<file path="src/rtl/kamacore_pkg.sv">
// Core-wide sizing shared by the kamacore memory subsystem.
package kamacore_pkg;
  parameter int CPU_WIDTH  = 32;
  parameter int ADDR_WIDTH = 8;
endpackage

</file>
<file path="src/rtl/kamacore_mem_arbiter_if.sv">
// Bus bundle between the two requesters, the arbiter and the memory's read/write port.
interface kamacore_mem_arbiter_if #(
  parameter int ADDR_W = kamacore_pkg::ADDR_WIDTH
);
  import kamacore_pkg::CPU_WIDTH;

  logic                  m0_valid;
  logic                  m0_we;
  logic                  m0_lock;
  logic [ADDR_W-1:0]     m0_addr;
  logic [CPU_WIDTH-1:0]  m0_wdata;
  logic                  m0_ready;
  logic                  m0_rvalid;

  logic                  m1_valid;
  logic                  m1_we;
  logic                  m1_lock;
  logic [ADDR_W-1:0]     m1_addr;
  logic [CPU_WIDTH-1:0]  m1_wdata;
  logic                  m1_ready;
  logic                  m1_rvalid;

  logic [CPU_WIDTH-1:0]  rdata;
  logic                  mem_we;
  logic [ADDR_W-1:0]     mem_a;
  logic [CPU_WIDTH-1:0]  mem_di;
  logic [CPU_WIDTH-1:0]  mem_spo;

  modport slave (
    input  m0_valid, m0_we, m0_lock, m0_addr, m0_wdata,
    input  m1_valid, m1_we, m1_lock, m1_addr, m1_wdata,
    input  mem_spo,
    output m0_ready, m0_rvalid, m1_ready, m1_rvalid,
    output rdata, mem_we, mem_a, mem_di
  );

  modport master (
    output m0_valid, m0_we, m0_lock, m0_addr, m0_wdata,
    output m1_valid, m1_we, m1_lock, m1_addr, m1_wdata,
    output mem_spo,
    input  m0_ready, m0_rvalid, m1_ready, m1_rvalid,
    input  rdata, mem_we, mem_a, mem_di
  );
endinterface

</file>
<file path="src/rtl/kamacore_mem_arbiter.sv">
// Round-robin arbiter with burst lock sharing the kamacore memory read/write port
// between the load/store unit (m0) and the debug loader (m1); reads return one cycle later.
module kamacore_mem_arbiter #(
  parameter int MEM_ADDR_WIDTH = kamacore_pkg::ADDR_WIDTH
) (
  input  logic                   clk,
  input  logic                   rst_n,
  kamacore_mem_arbiter_if.slave  bus
);
  import kamacore_pkg::CPU_WIDTH;

  typedef enum logic [1:0] {
    ARB   = 2'd0,
    LOCK0 = 2'd1,
    LOCK1 = 2'd2
  } state_e;

  state_e                state_q, state_d;
  logic                  prio_q, prio_d;
  logic [CPU_WIDTH-1:0]  rdata_q, rdata_d;
  logic                  rsel_q, rsel_d;
  logic                  rpend_q, rpend_d;

  logic                  gnt0;
  logic                  gnt1;
  logic                  acc_read;
  logic [MEM_ADDR_WIDTH-1:0] mem_a_sel;
  logic [CPU_WIDTH-1:0]  mem_di_sel;

  // State register: FSM, priority pointer and read-response pipeline.
  always_ff @(posedge clk or negedge rst_n) begin
    if (!rst_n) begin
      state_q <= ARB;
      prio_q  <= 1'b0;
      rdata_q <= '0;
      rsel_q  <= 1'b0;
      rpend_q <= 1'b0;
    end else begin
      state_q <= state_d;
      prio_q  <= prio_d;
      rdata_q <= rdata_d;
      rsel_q  <= rsel_d;
      rpend_q <= rpend_d;
    end
  end

  // Next-state logic.
  always_comb begin
    state_d = state_q;
    prio_d  = prio_q;
    unique case (state_q)
      ARB: begin
        if (gnt0) begin
          if (bus.m0_lock) state_d = LOCK0;
          else             prio_d  = 1'b1;
        end else if (gnt1) begin
          if (bus.m1_lock) state_d = LOCK1;
          else             prio_d  = 1'b0;
        end
      end
      LOCK0: begin
        // Lock released on a final beat or while idle; both hand priority over.
        if (!bus.m0_lock) begin
          state_d = ARB;
          prio_d  = 1'b1;
        end
      end
      LOCK1: begin
        if (!bus.m1_lock) begin
          state_d = ARB;
          prio_d  = 1'b0;
        end
      end
      default: begin
        state_d = ARB;
      end
    endcase

    rpend_d = acc_read;
    rsel_d  = acc_read ? gnt1 : rsel_q;
    rdata_d = acc_read ? bus.mem_spo : rdata_q;
  end

  // Output logic: winner selection and port drive.
  always_comb begin
    gnt0 = 1'b0;
    gnt1 = 1'b0;
    unique case (state_q)
      ARB: begin
        gnt0 = bus.m0_valid & (~bus.m1_valid | ~prio_q);
        gnt1 = bus.m1_valid & (~bus.m0_valid |  prio_q);
      end
      LOCK0:   gnt0 = bus.m0_valid;
      LOCK1:   gnt1 = bus.m1_valid;
      default: begin
        gnt0 = 1'b0;
        gnt1 = 1'b0;
      end
    endcase

    acc_read   = (gnt0 & ~bus.m0_we) | (gnt1 & ~bus.m1_we);
    mem_a_sel  = gnt1 ? bus.m1_addr  : bus.m0_addr;
    mem_di_sel = gnt1 ? bus.m1_wdata : bus.m0_wdata;

    // Handshake outputs are masked by rst_n so nothing is granted while reset is held.
    bus.m0_ready  = gnt0 & rst_n;
    bus.m1_ready  = gnt1 & rst_n;
    bus.mem_we    = rst_n & ((gnt0 & bus.m0_we) | (gnt1 & bus.m1_we));
    bus.mem_a     = mem_a_sel;
    bus.mem_di    = mem_di_sel;
    bus.m0_rvalid = rpend_q & ~rsel_q;
    bus.m1_rvalid = rpend_q &  rsel_q;
    bus.rdata     = rdata_q;
  end

endmodule

</file>
<file path="src/flat_wrapper.sv">
// flat-port wrapper written by rule: the top's interface ports become plain ports
module kamacore_mem_arbiter_flat import kamacore_pkg::CPU_WIDTH; import kamacore_pkg::*;
#(
  parameter int MEM_ADDR_WIDTH = kamacore_pkg::ADDR_WIDTH
)
  (clk, rst_n, bus_m0_valid, bus_m0_we, bus_m0_lock, bus_m0_addr, bus_m0_wdata, bus_m1_valid, bus_m1_we, bus_m1_lock, bus_m1_addr, bus_m1_wdata, bus_mem_spo, bus_m0_ready, bus_m0_rvalid, bus_m1_ready, bus_m1_rvalid, bus_rdata, bus_mem_we, bus_mem_a, bus_mem_di);
  kamacore_mem_arbiter_if #(.ADDR_W(8)) bus_i ();
  input  logic clk;
  input  logic rst_n;
  input wire logic [$bits(bus_i.m0_valid)-1:0] bus_m0_valid;
  input wire logic [$bits(bus_i.m0_we)-1:0] bus_m0_we;
  input wire logic [$bits(bus_i.m0_lock)-1:0] bus_m0_lock;
  input wire logic [$bits(bus_i.m0_addr)-1:0] bus_m0_addr;
  input wire logic [$bits(bus_i.m0_wdata)-1:0] bus_m0_wdata;
  input wire logic [$bits(bus_i.m1_valid)-1:0] bus_m1_valid;
  input wire logic [$bits(bus_i.m1_we)-1:0] bus_m1_we;
  input wire logic [$bits(bus_i.m1_lock)-1:0] bus_m1_lock;
  input wire logic [$bits(bus_i.m1_addr)-1:0] bus_m1_addr;
  input wire logic [$bits(bus_i.m1_wdata)-1:0] bus_m1_wdata;
  input wire logic [$bits(bus_i.mem_spo)-1:0] bus_mem_spo;
  output wire logic [$bits(bus_i.m0_ready)-1:0] bus_m0_ready;
  output wire logic [$bits(bus_i.m0_rvalid)-1:0] bus_m0_rvalid;
  output wire logic [$bits(bus_i.m1_ready)-1:0] bus_m1_ready;
  output wire logic [$bits(bus_i.m1_rvalid)-1:0] bus_m1_rvalid;
  output wire logic [$bits(bus_i.rdata)-1:0] bus_rdata;
  output wire logic [$bits(bus_i.mem_we)-1:0] bus_mem_we;
  output wire logic [$bits(bus_i.mem_a)-1:0] bus_mem_a;
  output wire logic [$bits(bus_i.mem_di)-1:0] bus_mem_di;
  assign bus_i.m0_valid = bus_m0_valid;
  assign bus_i.m0_we = bus_m0_we;
  assign bus_i.m0_lock = bus_m0_lock;
  assign bus_i.m0_addr = bus_m0_addr;
  assign bus_i.m0_wdata = bus_m0_wdata;
  assign bus_i.m1_valid = bus_m1_valid;
  assign bus_i.m1_we = bus_m1_we;
  assign bus_i.m1_lock = bus_m1_lock;
  assign bus_i.m1_addr = bus_m1_addr;
  assign bus_i.m1_wdata = bus_m1_wdata;
  assign bus_i.mem_spo = bus_mem_spo;
  assign bus_m0_ready = bus_i.m0_ready;
  assign bus_m0_rvalid = bus_i.m0_rvalid;
  assign bus_m1_ready = bus_i.m1_ready;
  assign bus_m1_rvalid = bus_i.m1_rvalid;
  assign bus_rdata = bus_i.rdata;
  assign bus_mem_we = bus_i.mem_we;
  assign bus_mem_a = bus_i.mem_a;
  assign bus_mem_di = bus_i.mem_di;
  kamacore_mem_arbiter #(.MEM_ADDR_WIDTH(MEM_ADDR_WIDTH)) u_core (.clk(clk), .rst_n(rst_n), .bus(bus_i));
endmodule
</file>
<file path="config.mk">
export PLATFORM = sky130hd
export DESIGN_NAME = kamacore_mem_arbiter_flat
export DESIGN_NICKNAME = d
export VERILOG_FILES = /design/src/rtl/kamacore_pkg.sv /design/src/rtl/kamacore_mem_arbiter_if.sv /design/src/rtl/kamacore_mem_arbiter.sv /design/src/flat_wrapper.sv
export SDC_FILE = /design/constraint.sdc
export NUM_CORES = 1
export LEC_CHECK = 0
export CORE_AREA = 2 2 90 92
export DETAILED_ROUTE_END_ITERATION = 10
export DIE_AREA = 0 0 92 94
export PLACE_DENSITY = 0.75
export REMOVE_ABC_BUFFERS = 1
export SLEW_MARGIN = 20
export SYNTH_ARGS = -nofsm -noshare
export SYNTH_HDL_FRONTEND = slang
export SYNTH_SLANG_ARGS = --single-unit
</file>
<file path="constraint.sdc">
create_clock -name clk -period 2.55 [get_ports clk]
set_input_delay 0.51 -clock clk [delete_from_list [all_inputs] [get_ports clk]]
set_output_delay 0.51 -clock clk [all_outputs]
set_load 0.03 [all_outputs]
</file>
==> impl_results.md <==
* Status: complete, but fails checks
* Failing checks: negative setup slack
* Leak pwr at 2.018 nW
* Ant diodes at 0
* Pre-CTS setup slack at -0.4126 ns
* Post-DP HPWL at 6212 µm
* Reg2reg start: u_core.state_q[1]
* Internal at 3.222 mW
* CP Max Fanout at 8
* Vias in the first global route at 2413
* Gr ovfl total at 0
* CTS Buffer Depth at 2
* #FFs+latches synth at 37
* Crit path required time at 2.04 ns
* Clock root buffer: clkbuf_8
* Worst EP arrival at 2.09 ns
* Slew Limit Fails at 0
* Post-Route WL at 7823 µm
* Reg area at 925.9 µm²
* Period Utilization, post-route at 102.0%
* Clock power share at 11.5%
* Post-synthesis area per instance at 14.05 µm²
* Clk_lat worst skew at 0.29 ns
* Maxcap violations at 0
* Final #Nets at 501
* Seq/Total Area, Yosys at 41.46%
* CP max-delay cell: dfrtp_1
* Htree depth at 2
* Worst Hold Class: in2async
* Gpl congestion at 0.7278
* Slew @ Worst Pin at 0.4663 ns
* Clk slew on worst S/H paths at 0.08 ns
* Area contributors post-synth: dfrtp_1, mux2_2, mux2_4
* Sw Share at 40.01%
* Worst slew margin at 68.91%
* # rows at 32
* Crit path cell chain: buf_6, ha_4, nor3b_4, nor2_4, buf_12, buf_12, buf_4, mux2_2, buf_6
* First-pass GRT wire length at 11720 µm
* Antenna violations before repair at 0
* Reg2Reg Depth at 8
* CP startpoint kind: flop
* Starting Density at 29.36%
* Max frequency at 384.6 MHz
* Drt drc at 0
* GRT Overall Usage at 17.52%
* Final setup viols at 10
* Height of the die at 94 µm
* Async S/R FF share, synth at 100.0%
* Most frequent cells in the layout: clkdlybuf4s50_1, mux2_2, buf_6, dfrtp_1, mux2_4
* Drt first pass iters at 4
* Fill count at 610
* Synthesized cell area at 0.002233 mm²
* Ys flop type: dfrtp_1
* DRT antenna net count at 0
* Flop pwr share at 19.7%
* Footprint of the multi-input gates at 0.001246 mm²
* Synth area leader: dfrtp_1
* Worst Setup Slack, final at -0.05001 ns
* Ports at 197
* Crit path time final at 2.600 ns
* Area delta synth->final at 111.3%
* Critical path's largest stage delay at 0.42 ns
* Drt via density at 4.519
* Pwr Density at 1138 mW/mm²
* Final count of hold timing violations at 0
* Port Buf Inserts at 196
* Reg-to-Reg End: u_core.bus.rdata[18]
* Share of cells above drive strength 1 at 41.53%
* Die width at 92 µm
* Layout Utilization at 62.04%
* Crit. End Element: output pin
* Via count at 2169
* Core ar. at 0.007607 mm²
* Cell family with most CP delay: buffers and inverters
* Cts bufs inserted at 5
* Largest net degree at the start of global routing at 38
* Clock Sink Count at 37
* Crit Path Category: reg2out
* Number of flops mapped to enable cells by yosys at 0
* WL/cell at 16.30 µm
* Worst Skew at 0.004741 ns
* RSZ-0062 raised after global routing: true
* Logic pwr share at 68.8%
* Max IR drop VDD at 0.4174 mV
* Yosys cell types at 28
* Starting DRT DRC Count at 42
* Ys Warns at 0
* Yosys top cell area share at 41.46%
* Die area at 0.008648 mm²
* Worst path bufs/invs at 5
* Commonest non-fill, non-tap cell in the layout: clkdlybuf4s50_1
* CTS tree: done
* Sw power at 2.149 mW
* Mapped Cells at 159
* R2r setup slk at 0.42 ns
## worst max path at each step
stage	start	slack [ns]	end	cells after the start
3_5_place_dp	bus_m1_valid	-0.41	bus_mem_di[15]	6
2_1_floorplan	u_core.state_q[0]	-0.67	bus_mem_we	6
4_1_cts	u_core.state_q[0]	-0.05	bus_mem_di[21]	9
6_report	u_core.state_q[1]	-0.05	bus_mem_di[22]	9
3_3_place_gp	bus_m1_valid	-0.39	bus_mem_di[4]	6
5_1_grt	u_core.state_q[1]	-0.14	bus_mem_di[22]	9
## per-stage QoR
step           instances  instance area, µm²  total power [mW]  hold WS [ns]  setup TNS [ns]
6_report             480                4720             5.372        0.3429         -0.4098
5_1_grt              480                4720             5.624        0.3961          -2.100
4_1_cts              479                4544             5.255        0.3849         -0.4766
3_5_place_dp         466                4373             4.502        0.4909          -11.46
3_3_place_gp         466                4373             4.447        0.4902          -11.05
2_1_floorplan        152                2153             3.043        0.2144          -32.94
## final cells by class
type                       instances  area share (%)
clock buffer                       5           1.458
clock inverter                     3           1.458
inverter                           7          0.5567
multi-input combinational        108           26.41
sequential                        37           19.62
tap                              102           2.704
timing repair buffer             218           47.80
## what timing repair did
action | in CTS | in global routing
endpoints found under the hold margin | 0 | 0
setup endpoints to repair | 40 | 42
gates cloned | 1 | 0
pin swaps | 2 | 1
gates resized for setup | 154 | 82
hold buffers | 0 | 0
setup buffers | 4 | 1
## logic make-up after synthesis
group                    share of synthesized area [%]
buffers and inverters                            4.762
AO/OA/AOI/OAI                                    6.611
AND/OR/NAND/NOR                                  3.754
flip-flops                                       41.46
adder cells (fa/ha/maj)                          2.241
multiplexers                                     41.18
## routing by layer
metal  GRT usage (%)  vias to the layer above  share of wire [%]
met5               0                        -                  0
met2           36.52                      115                 57
li1                -                     1013                  -
met1           16.88                     1033                 35
met3           3.933                        8                7.0
met4           4.975                        0                1.6
## power groups by stage
stage / logic [mW] / registers (mW) / clock network (mW)
global placement: 3.40 / 1.05 / 0
floorplan: 1.47 / 1.57 / 0
global route: 3.86 / 1.10 / 0.657
detailed placement: 3.44 / 1.06 / 0
CTS: 3.56 / 1.06 / 0.631
finish: 3.70 / 1.06 / 0.615
## cells in the mapped netlist, types with 2 or more instances
library cell  count
mux2_2           43
dfrtp_1          37
mux2_4           29
inv_1             7
buf_2             4
ha_1              4
o21ai_0           4
and2_1            3
buf_12            3
a21oi_1           2
a22oi_1           2
nand2_1           2
nor2_1            2
nor2b_1           2
o22ai_1           2
## sequential cells by signal, indices dropped and copies added, names as in the netlist
name              count
u_core.rsel_q         1
u_core.state_q        2
u_core.prio_q         1
u_core.bus.rdata     32
u_core.rpend_q        1
Note: power is estimated with default switching activity, not from simulation.
